`config.mk`:
```
export PLATFORM = sky130hd
export DESIGN_NAME = vram_arbiter
export DESIGN_NICKNAME = d
export VERILOG_FILES = /design/src/rtl/vram_arbiter_pkg.sv /design/src/rtl/vram_arbiter_fifo.sv /design/src/rtl/vram_arbiter.sv
export SDC_FILE = /design/constraint.sdc
export NUM_CORES = 1
export LEC_CHECK = 0
export CAP_MARGIN = 20
export CORE_UTILIZATION = 31
export CTS_CLUSTER_SIZE = 20
export DETAILED_ROUTE_END_ITERATION = 10
export DONT_BUFFER_PORTS = 1
export GPL_TIMING_DRIVEN = 1
export HOLD_SLACK_MARGIN = 0.05
export PLACE_DENSITY_LB_ADDON = 0.1
export SLEW_MARGIN = 20
export SYNTH_ARGS = -nofsm -noshare
export SYNTH_HDL_FRONTEND = slang
export SYNTH_SLANG_ARGS = --single-unit
```
`constraint.sdc`:
```
create_clock -name i_clk -period 10.41 [get_ports i_clk]
set_input_delay 1.041 -clock i_clk [delete_from_list [all_inputs] [get_ports i_clk]]
set_output_delay 1.041 -clock i_clk [all_outputs]
set_load 0.01 [all_outputs]
```
`src/rtl/vram_arbiter_pkg.sv`:
```
// vram_arbiter_pkg: shared VRAM geometry constants and arbiter state encoding
package vram_arbiter_pkg;
    localparam int VRAM_AW = 16;
    localparam int VRAM_DW = 32;
    typedef enum logic [1:0] {IDLE, CPU_ACC, CPU_DONE, SCAN_ACC} arb_state_t;
endpackage

```
`src/rtl/vram_arbiter_fifo.sv`:
```
// vram_pixel_fifo: synchronous scanout word FIFO with flush
//   i_clk, i_rst_n : clock, async active-low reset
//   i_flush        : synchronous clear (wins over push/pop)
//   i_push, i_din  : write one word
//   i_pop          : drop head word; ignored while empty
//   o_dout         : head word, 0 while empty
//   o_valid        : FIFO non-empty
//   o_occ          : occupancy 0..DEPTH
module vram_pixel_fifo #(
    parameter int DEPTH = 8,
    parameter int WIDTH = 32
) (
    input  logic                     i_clk,
    input  logic                     i_rst_n,
    input  logic                     i_flush,
    input  logic                     i_push,
    input  logic [WIDTH-1:0]         i_din,
    input  logic                     i_pop,
    output logic [WIDTH-1:0]         o_dout,
    output logic                     o_valid,
    output logic [$clog2(DEPTH):0]   o_occ
);
    localparam int AW = $clog2(DEPTH);
    logic [WIDTH-1:0] r_mem [DEPTH];
    logic [AW-1:0]    r_wr, r_rd;
    logic [AW:0]      r_occ;
    logic             w_push, w_pop;
    assign w_pop   = i_pop && r_occ != '0;
    // a push into a full FIFO is only accepted if the head leaves the same cycle
    assign w_push  = i_push && (r_occ != (AW+1)'(DEPTH) || w_pop);
    assign o_valid = r_occ != '0;
    assign o_dout  = o_valid ? r_mem[r_rd] : '0;
    assign o_occ   = r_occ;
    always_ff @(posedge i_clk or negedge i_rst_n) begin
        if (!i_rst_n) begin
            r_wr  <= '0;
            r_rd  <= '0;
            r_occ <= '0;
        end else if (i_flush) begin
            r_wr  <= '0;
            r_rd  <= '0;
            r_occ <= '0;
        end else begin
            r_wr  <= r_wr + AW'(w_push);
            r_rd  <= r_rd + AW'(w_pop);
            r_occ <= r_occ + (AW+1)'(w_push) - (AW+1)'(w_pop);
        end
    end
    always_ff @(posedge i_clk) begin
        if (w_push && !i_flush) r_mem[r_wr] <= i_din;
    end
endmodule

```
`src/rtl/vram_arbiter.sv`:
```
// vram_arbiter: shares single-ported VRAM between CPU accesses and a prefetching scanout FIFO
//   i_clk, i_rst_n                          : clock, async active-low reset
//   i_cpu_req/we/addr/wdata, o_cpu_ack/rdata : CPU request/acknowledge port
//   i_scan_en, i_frame_base, i_frame_words  : scanout control (latched on enable rise)
//   i_pix_pop, o_pix_valid, o_pix_data      : pixel pipeline FIFO read side
//   o_underrun                              : sticky pop-while-empty flag
//   o_vram_addr/n_we/n_oe/in, i_vram_out    : VRAM device interface
module vram_arbiter
    import vram_arbiter_pkg::*;
#(
    parameter int FIFO_DEPTH = 8,
    parameter int LOW_WATER  = 2
) (
    input  logic               i_clk,
    input  logic               i_rst_n,
    input  logic               i_cpu_req,
    input  logic               i_cpu_we,
    input  logic [VRAM_AW-1:0] i_cpu_addr,
    input  logic [VRAM_DW-1:0] i_cpu_wdata,
    output logic               o_cpu_ack,
    output logic [VRAM_DW-1:0] o_cpu_rdata,
    input  logic               i_scan_en,
    input  logic [VRAM_AW-1:0] i_frame_base,
    input  logic [15:0]        i_frame_words,
    input  logic               i_pix_pop,
    output logic               o_pix_valid,
    output logic [VRAM_DW-1:0] o_pix_data,
    output logic               o_underrun,
    output logic [VRAM_AW-1:0] o_vram_addr,
    output logic               o_vram_n_we,
    output logic               o_vram_n_oe,
    output logic [VRAM_DW-1:0] o_vram_in,
    input  logic [VRAM_DW-1:0] i_vram_out
);
    localparam int OW = $clog2(FIFO_DEPTH) + 1;
    arb_state_t         r_state, w_next;
    logic               r_scan_en_d, w_rise, w_scan_ok, w_urgent, w_room;
    logic [VRAM_AW-1:0] r_base, w_base, r_scan_ptr;
    logic [15:0]        r_words, w_words;
    logic [OW-1:0]      w_occ;
    // in the enable-rise cycle the frame registers are not loaded yet, so use the live inputs
    assign w_rise    = i_scan_en && !r_scan_en_d;
    assign w_base    = w_rise ? i_frame_base : r_base;
    assign w_words   = w_rise ? i_frame_words : r_words;
    assign w_scan_ok = i_scan_en && w_words != '0;
    assign w_urgent  = w_scan_ok && w_occ < OW'(LOW_WATER);
    assign w_room    = w_scan_ok && w_occ < OW'(FIFO_DEPTH);
    assign o_cpu_ack = r_state == CPU_DONE;
    always_comb begin
        w_next = IDLE;
        w_next = (r_state == IDLE)    ? (w_urgent ? SCAN_ACC : i_cpu_req ? CPU_ACC : w_room ? SCAN_ACC : IDLE) :
                 (r_state == CPU_ACC) ? CPU_DONE : IDLE;
    end
    always_ff @(posedge i_clk or negedge i_rst_n) begin
        if (!i_rst_n) begin
            r_state     <= IDLE;
            r_scan_en_d <= 1'b0;
            r_base      <= '0;
            r_words     <= '0;
            r_scan_ptr  <= '0;
            o_vram_addr <= '0;
            o_vram_n_we <= 1'b1;
            o_vram_n_oe <= 1'b1;
            o_vram_in   <= '0;
            o_cpu_rdata <= '0;
            o_underrun  <= 1'b0;
        end else begin
            r_state     <= w_next;
            r_scan_en_d <= i_scan_en;
            if (w_rise) begin
                r_base  <= i_frame_base;
                r_words <= i_frame_words;
            end
            r_scan_ptr  <= (!i_scan_en || w_rise) ? '0 :
                           (r_state != SCAN_ACC) ? r_scan_ptr :
                           (r_scan_ptr == r_words - 16'd1) ? '0 : r_scan_ptr + 16'd1;
            o_vram_addr <= (w_next == CPU_ACC) ? i_cpu_addr :
                           (w_next == SCAN_ACC) ? w_base + r_scan_ptr : '0;
            o_vram_n_we <= !(w_next == CPU_ACC && i_cpu_we);
            o_vram_n_oe <= !(w_next == SCAN_ACC || (w_next == CPU_ACC && !i_cpu_we));
            o_vram_in   <= (w_next == CPU_ACC && i_cpu_we) ? i_cpu_wdata : '0;
            if (r_state == CPU_ACC && !o_vram_n_oe) o_cpu_rdata <= i_vram_out;
            o_underrun  <= i_scan_en && (o_underrun || (i_pix_pop && !o_pix_valid));
        end
    end
    // a fetch still in flight when scanout is disabled is dropped, not pushed
    vram_pixel_fifo #(.DEPTH(FIFO_DEPTH), .WIDTH(VRAM_DW)) u_fifo (
        .i_clk   (i_clk),
        .i_rst_n (i_rst_n),
        .i_flush (!i_scan_en),
        .i_push  (r_state == SCAN_ACC && i_scan_en),
        .i_din   (i_vram_out),
        .i_pop   (i_pix_pop),
        .o_dout  (o_pix_data),
        .o_valid (o_pix_valid),
        .o_occ   (w_occ)
    );
endmodule

```
# Word-level counts from Yosys, hierarchy flattened
# Memory sizes are Yosys's and may differ from the RTL's.
# Index checks and enable logic that the tools add are counted.
dict set report totals {
  reg_bits 144
  ram_bits 256
  out_inout_bits 117
  n_memories 1
}
dict set report classes {
  addsub 7
  n_lt_le_gt_ge 2
  eq_ne 9
  muxes 19
  reduce_logical 27
}
# memory words word_bits rd rd_clocked_by_memory_dff wr line_no
set memory_table {}
lappend memory_table {u_fifo.r_mem 8 32 1 0 1 vram_arbiter_fifo.sv:24} ;# logic [WIDTH-1:0] r_mem [DEPTH];
# operator count
set ops {}
lappend ops {{two-way mux 16 bit} 7}
lappend ops {{two-way mux 32 bit} 2}
lappend ops {{adder 16 x 1 -> 16 bit, second input constant} 1}
lappend ops {{adder 16 bit} 1}
lappend ops {{== test 16 bit} 1}
lappend ops {{nonzero test 16 bit} 1}
lappend ops {{subtractor 16 x 1 -> 16 bit, second input constant} 1}
lappend ops {{logical AND 1 bit} 13}
lappend ops {{two-way mux 2 bit} 5}
lappend ops {{logical NOT 1 bit} 7}
lappend ops {{adder 3 x 1 -> 3 bit} 2}
lappend ops {{== test 2 bit, second input constant} 3}
lappend ops {{two-way mux 3 bit} 2}
lappend ops {{adder 4 x 1 -> 4 bit} 1}
lappend ops {{== test 2 x 1 -> 1 bit, second input constant} 2}
lappend ops {{logical OR 1 bit} 4}
lappend ops {{less-than comparator 4 x 2 -> 1 bit, second input constant} 1}
lappend ops {{less-than comparator 4 bit, second input constant} 1}
lappend ops {{two-way mux 4 bit} 1}
lappend ops {{!= test 2 bit, second input constant} 2}
lappend ops {{!= test 4 bit, second input constant} 1}
lappend ops {{nonzero test 4 bit} 1}
lappend ops {{subtractor 4 x 1 -> 4 bit} 1}
lappend ops {{logical NOT 2 bit} 1}
lappend ops {{two-way mux 1 bit} 2}

# Depth between registers and ports, before layout
# Gate-level depths: netlist of the first run.
dict set report logic_depth {
  depth_word 14
  ltp_mapped 16
  depth_no_buf 14
}

# Modules after synthesis
# A second synthesis of the first run with hierarchy kept.
dict set report unflattened {
  hier_cells 1052
  hier_area_um2 16627.2
}
# mod n_inst cells_per_inst area_per_inst_um2 seq_area_each_um2
set modules_own_cells {}
lappend modules_own_cells {vram_pixel_fifo 1 441 10252.3 7937.6}
lappend modules_own_cells {vram_arbiter 1 611 6374.9 3355.7}

# Least setup slack after synthesis of the first run
# OpenSTA, ideal clock, no wires.
dict set report synth_path {
  path_kind {in2reg}
  start {input port i_pix_pop}
  end {memory u_fifo.r_mem[0][0] (enable)}
  setup_time_ns 0.468
  arrival_ns 4.283
  path_slack_ns 5.659
  stages 5
  n_path_buf 0
  cell_sequence {nor2b_1 -> nor3_1 -> nor3b_1 -> nor2b_1 -> nor3b_1}
}
dict set report synth_via {
  elab_chain_len 6
}
# element line_no
set synth_lines {}
lappend synth_lines {{start, declared} vram_arbiter.sv:25} ;# input logic i_pix_pop,
lappend synth_lines {{logical AND 1 bit} vram_arbiter_fifo.sv:28} ;# assign w_pop = i_pop && r_occ != '0;
lappend synth_lines {{logical OR 1 bit} vram_arbiter_fifo.sv:30} ;# assign w_push = i_push && (r_occ != (AW+1)'(DEPTH) || w_pop);
lappend synth_lines {{logical AND 1 bit} vram_arbiter_fifo.sv:30}
lappend synth_lines {{logical AND 1 bit} vram_arbiter_fifo.sv:50} ;# if (w_push && !i_flush) r_mem[r_wr] <= i_din;
lappend synth_lines {{two-way mux 1 bit} vram_arbiter_fifo.sv:50}
lappend synth_lines {{two-way mux 1 bit (implied by the code)} vram_arbiter_fifo.sv:50}
lappend synth_lines {{end, declared} vram_arbiter_fifo.sv:24}
# Every way passes these cells.

# Worst setup path after layout of the first run
dict set report layout_path {
  start {register u_fifo.r_rd[0]}
  end {output port o_pix_data[30]}
}
dict set report layout_via {
  elab_chain_len 2
}
# element line_no
set layout_lines {}
lappend layout_lines {{start, declared} vram_arbiter_fifo.sv:25} ;# logic [AW-1:0] r_wr, r_rd;
lappend layout_lines {{start signal, assigned} vram_arbiter_fifo.sv:45} ;# r_rd <= r_rd + AW'(w_pop);
lappend layout_lines {{memory (8 x 32 bit)} n/a}
lappend layout_lines {{two-way mux 32 bit} vram_arbiter_fifo.sv:32} ;# assign o_dout = o_valid ? r_mem[r_rd] : '0;
lappend layout_lines {{end, declared} vram_arbiter.sv:27} ;# output logic [VRAM_DW-1:0] o_pix_data,
# Every way passes these cells.

==> reports/metrics.cfg, run 1 <==
[finish]
seq_area_sq_um=11300
fillCellCount=5048
fin_cells=1824
drive_gt1_share_pct=18.1
multi_input_area_sq_um=5100
area_delta_synth_final_pct=14.3
fin_nets=1249
n_antenna_cell=0

[critical_path]
cp-end-kind=output pin
cp.arrival_ns=3.08
crit_family=flip-flops
critical_path.startpoint_type=register
critPathRequiredTime_ns=9.37
critPathMaxStageDelay_ns=0.97
worstPathCellList=buf_4 > mux4_2 > mux2i_1 > nor2_1
timing.setup.critical_path_class=reg -> out
critPathSlowestCell=dfrtp_4
worstPathMaxFanout=38
crit_buf_inv=1

[clock_tree]
hold_buffers=0
postCtsSetupRepairBufs=0
path_clk_slew_ns=0.06
cts_root_buf=clkbuf_16
htree_levels=2
clock_path_buffers=3
numCtsBuffers=46
ctsResizeCount=0
clock-sinks=400
cts_tree=built
clock_latency_ns=0.57

[grt]
grtUsageTotal_pct=15.2
grt_overflow=0
grt_antenna_before_repair=1
grt_pass1_vias=9617
grt_pass1_wl_um=61600
grt_max_degree=145

[detailed_routing]
drt_iter0_markers=465
drc=18
vias=9026
avgRoutedWirePerCell_um=22.4
dr.pass1.iters=7
antenna_left=0
drt-total-wl_um=40900
viasPerCell=4.95

[outcome]
outcome=finished, violations left
violations=design-rule violations

[power]
p_switching_mw=1.26
finalPower_mw=4.40
power_frac_comb_pct=17.6
power_frac_seq_pct=46.2
swShare_pct=28.6
ir_worst_vdd_v=0.000127
p_leak_nw=7.06
p_clk_share_pct=36.2
p_int_mw=3.15
p_per_area_nw_per_um2=232

[logic_synthesis]
synth_seq_area_share_pct=68.0
synthMostInstantiatedCell=edfxtp_1
syn_area_sq_um=16600
synth_seq_cells=400
ys.flop_type=edfxtp_1
synth_area_leader_cell=edfxtp_1
synth_edf_count=256
synthesis.nets=1231
yosysTopAreaCellShare_pct=46.3
ys_warn_count=0
async_flop_share_pct=36.0
syn_area_per_cell_sq_um=15.3
synth_area_leaders=edfxtp_1 (46%), dfrtp_1 (21%), mux4_2 (8.7%)
synthDistinctLibCells=53
netlist_instances=1084
synth_commonest_cells=edfxtp_1 (256), dfrtp_1 (142), nand2_1 (127), mux4_2 (64), nor2_1 (54)

[timing]
rsz0062_at_grt=no
clock_skew_ns=0.0160
max_slew.worst_pin.slew_ns=0.869
finalCritPeriodShare_pct=39.6
tns_ns=0
hold_viol_final=0
relSlewSlack_pct=42.1
drv_slew=0
fmax_mhz=242
setup_viol=0
min_period_ns=4.13

[hold_path]
hold_path.class=in -> async

[placement]
hpwlAfterDp_um=24800
place.gp.congestion=0.778
placed_cells=1741
numPortBuffers=0

[die]
initial_core_util_pct=31.5
io_pins=235
dieArea_sq_um=54500
rows=84
core_area_sq_um=52800
die_w_um=233
dieHeight_um=233

[job]
max-cap-violations=0

per-layer routing:
layer / GRT usage, % / up-vias / share of wire [%]
met5: 0 / - / 0.034
met4: 5.13 / 2 / 2.5
met3: 4.35 / 65 / 7.1
met2: 24.7 / 228 / 48
met1: 19.5 / 4627 / 43
li1: - / 4104 / -
kinds of logic after synthesis:
family                   synth area share, %
adder cells (fa/ha/maj)                 2.28
XOR/XNOR                                1.85
AO/OA/AOI/OAI                           3.92
multiplexers                            12.9
flip-flops                              68.0
buffers and inverters                   1.70
AND/OR/NAND/NOR                         9.36
layout make-up:
class	instances	share of cell area, %
clock inverters	22	1.17
multi-input cells	615	26.9
repair buffers	20	0.897
inverters	19	0.376
flip-flops and latches	400	59.5
clock buffers	60	6.61
well taps	688	4.54
power groups by stage:
stage	Combinational, mW	Clock, mW	Sequential [mW]
after global placement	0.786	0	2.08
after global routing	0.861	1.71	2.07
after CTS	0.797	1.65	2.04
final	0.776	1.59	2.03
after detailed placement	0.795	0	2.07
after floorplan	0.647	0	1.98
final timing paths:
check                                          start                             to  slack, ns  cells past startpoint
hold reg to reg                  r_base[2]$_DFF_PN0_            r_base[2]$_DFF_PN0_       0.48                      2
hold / removal                               i_rst_n         o_vram_in[0]$_DFF_PN0_       0.17                      0
setup / recovery            u_fifo.r_rd[0]$_DFF_PN0_                 o_pix_data[30]       6.28                      4
max in group asynchronous                    i_rst_n          o_vram_n_oe$_DFF_PN1_       9.92                      0
min in group i_clk               r_base[2]$_DFF_PN0_            r_base[2]$_DFF_PN0_       0.48                      2
setup reg to reg           u_fifo.o_occ[3]$_DFF_PN0_  u_fifo.r_mem[2][19]$_DFFE_PP_       6.78                     11
metrics by stage:
stage / hold slack, ns / utilization (%) / setup slack, ns / instance area (sq um)
after floorplan: 0.444 / - / 5.66 / 16600
after global routing: 0.134 / 36.0 / 5.96 / 19000
after global placement: 0.464 / 33.1 / 6.35 / 17500
final: 0.172 / 36.0 / 6.28 / 19000
after CTS: 0.120 / 35.9 / 6.06 / 19000
after detailed placement: 0.465 / 33.1 / 6.28 / 17500
state kept, by name, summed over array words and instances (netlist names):
signal and cells:
u_fifo.r_mem 256, o_cpu_rdata 32, o_vram_in 32, o_vram_addr 16, r_base 16, r_scan_ptr 16, r_words 16, u_fifo.o_occ 4
u_fifo.r_rd 3, u_fifo.r_wr 3, r_state 2, o_underrun 1, o_vram_n_oe 1, o_vram_n_we 1, r_scan_en_d 1
placed cells by master (no fill, tap or decap), types with 18 or more instances in the layout:
master	instances
a21oi_1	18
and3_1	43
buf_4	19
clkbuf_16	47
dfrtp_1	139
edfxtp_1	256
ha_1	27
inv_1	19
mux2_2	33
mux2i_1	33
mux4_2	64
nand2_1	127
nor2_1	52
o21ai_0	31
xnor2_1	20
No activity file was read; power rests on OpenSTA's default activity.
==> run 2, diff against run 1 <==
==> constraint.sdc (replaced) <==
create_clock -name i_clk -period 4.1 [get_ports i_clk]
set_input_delay 0.41 -clock i_clk [delete_from_list [all_inputs] [get_ports i_clk]]
set_output_delay 0.41 -clock i_clk [all_outputs]
set_load 0.01 [all_outputs]
==> reports/metrics.cfg, run 2 (same netlist as run 1, synthesis figures left out) <==
[detailed_routing]
antenna_left=0
drc=32
drt_iter0_markers=503
dr.pass1.iters=8
vias=9529
avgRoutedWirePerCell_um=21.8
drt-total-wl_um=42600
viasPerCell=4.89

[critical_path]
critical_path.startpoint_type=input pin
cp.arrival_ns=4.10
timing.setup.critical_path_class=in -> reg
critPathMaxStageDelay_ns=0.79
crit_buf_inv=3
critPathRequiredTime_ns=4.53
worstPathCellList=dlygate4sd3_1 > nand2b_1 > buf_4 > nand2_1 > nand2_1 > inv_1 > fa_1 > nand2b_1 > a21oi_1 > o211ai_1 > a211oi_1 > nor3_1 > o41ai_1 > xnor2_1 > o21ai_0
cp-end-kind=register
r2r_end=o_vram_addr[14]$_DFF_PN0_
r2r_cells=14
ff2ff_setup_slack_ns=0.63
reg2reg_from=r_scan_en_d$_DFF_PN0_
worstPathMaxFanout=29
crit_family=compound AO/OA/AOI/OAI gates
critPathSlowestCell=dlygate4sd3_1

[hold_path]
min_from=i_scan_en
hold_path.class=in -> reg
hold_end=r_base[1]$_DFF_PN0_
min_path_cells=3

[clock_tree]
hold_buffers=117
clock_latency_ns=0.57
numCtsBuffers=46
cts_tree=built
clock_path_buffers=3
htree_levels=2
ctsResizeCount=0
postCtsSetupRepairBufs=0
clock-sinks=400
path_clk_slew_ns=0.05
cts_root_buf=clkbuf_16

[die]
die_w_um=233
dieHeight_um=233
initial_core_util_pct=31.5
core_area_sq_um=52800
rows=84
io_pins=235
dieArea_sq_um=54500

[finish]
final_common_cell=edfxtp_1
final_cell_mix=edfxtp_1 (256), dfrtp_1 (139), nand2_1 (127)
drive_gt1_share_pct=16.9
largest_reg_flops=256
fin_nets=1370
top_register=u_fifo.r_mem
postLayoutCellArea_sq_um=20300
area_delta_synth_final_pct=22.1
largestRegisters=u_fifo.r_mem: 256 flops, o_cpu_rdata: 32 flops, o_vram_in: 32 flops

[timing]
min_period_ns=3.66
hold_viol_final=0
setup_viol=0
relSlewSlack_pct=29.9
fmax_mhz=273
max_slew.worst_pin.slew_ns=1.05
drv_slew=0
rsz0062_at_grt=no
finalCritPeriodShare_pct=89.4
clock_skew_ns=0.00965
tns_ns=0

[power]
p_leak_nw=7.60
ir_worst_vdd_v=0.000302
p_per_area_nw_per_um2=562

[grt]
grt_pass1_wl_um=63800
grtUsageTotal_pct=15.7
grt_overflow=0
grt_pass1_vias=9971
grt_max_degree=145
grt_antenna_before_repair=3

[placement]
hpwlAfterDp_um=26100
place.gp.congestion=0.804
postPlaceCellArea_sq_um=17600
numPortBuffers=0

[outcome]
violations=design-rule violations
outcome=finished, violations left

[job]
max-cap-violations=0

==> run 2: final cells by class <==
class / count / area, sq um
diodes: 1 / 2.50
clock buffers: 72 / 1390
clock inverters: 14 / 118
fillers: 4973 / 32500
inverters: 19 / 71.3
multi-input cells: 615 / 5110
flip-flops and latches: 400 / 11300
well taps: 688 / 861
repair buffers: 141 / 1420
==> run 2: where the power goes <==
group / total (mW) / internal, mW / leakage (nW) / switching (mW)
logic: 2.20 / 0.998 / 2.68 / 1.21
registers: 5.12 / 4.67 / 4.17 / 0.447
clock network: 4.08 / 2.41 / 0.749 / 1.67
total: 11.4 / 8.08 / 7.60 / 3.32
==> run 2: per-layer routing <==
metal	global-route usage (%)	vias to the layer above	routed length, um	part of all wire [%]
li1	-	4362	-	-
met1	20.9	4879	18900	44
met2	25.6	217	20500	48
met3	3.55	65	2140	5.0
met4	4.38	6	962	2.3
met5	0	-	43	0.10
==> run 2: worst min-delay path, delay by kind of cell <==
family / cells / cell delay [ns]
AND/OR/NAND/NOR: 3 / 0.29
==> run 2: through the flow <==
step                      power [mW]  setup WS (ns)  hold slack (ns)  instances  utilization (%)
after detailed placement        7.30          0.643            0.119       1745             33.3
after CTS                       11.6          0.455           0.0520       1948             38.4
after floorplan                 6.66         -0.309            0.114       1084                -
final                           11.4          0.436            0.193       1950             38.4
after global routing            12.0          0.110            0.156       1949             38.4
after global placement          7.30          0.731            0.119       1745             33.3
==> run 2: worst max-delay path by stage <==
stage,start,to,slack [ns],cells after the start
2_1_floorplan,u_fifo.o_occ[3]$_DFF_PN0_,u_fifo.r_mem[3][0]$_DFFE_PP_,-0.31,9
3_3_place_gp,r_scan_en_d$_DFF_PN0_,o_vram_addr[14]$_DFF_PN0_,0.73,14
3_5_place_dp,r_scan_en_d$_DFF_PN0_,o_vram_addr[14]$_DFF_PN0_,0.64,14
4_1_cts,i_scan_en,o_vram_addr[14]$_DFF_PN0_,0.45,15
5_1_grt,i_scan_en,o_vram_addr[14]$_DFF_PN0_,0.11,15
6_report,i_scan_en,o_vram_addr[14]$_DFF_PN0_,0.44,15
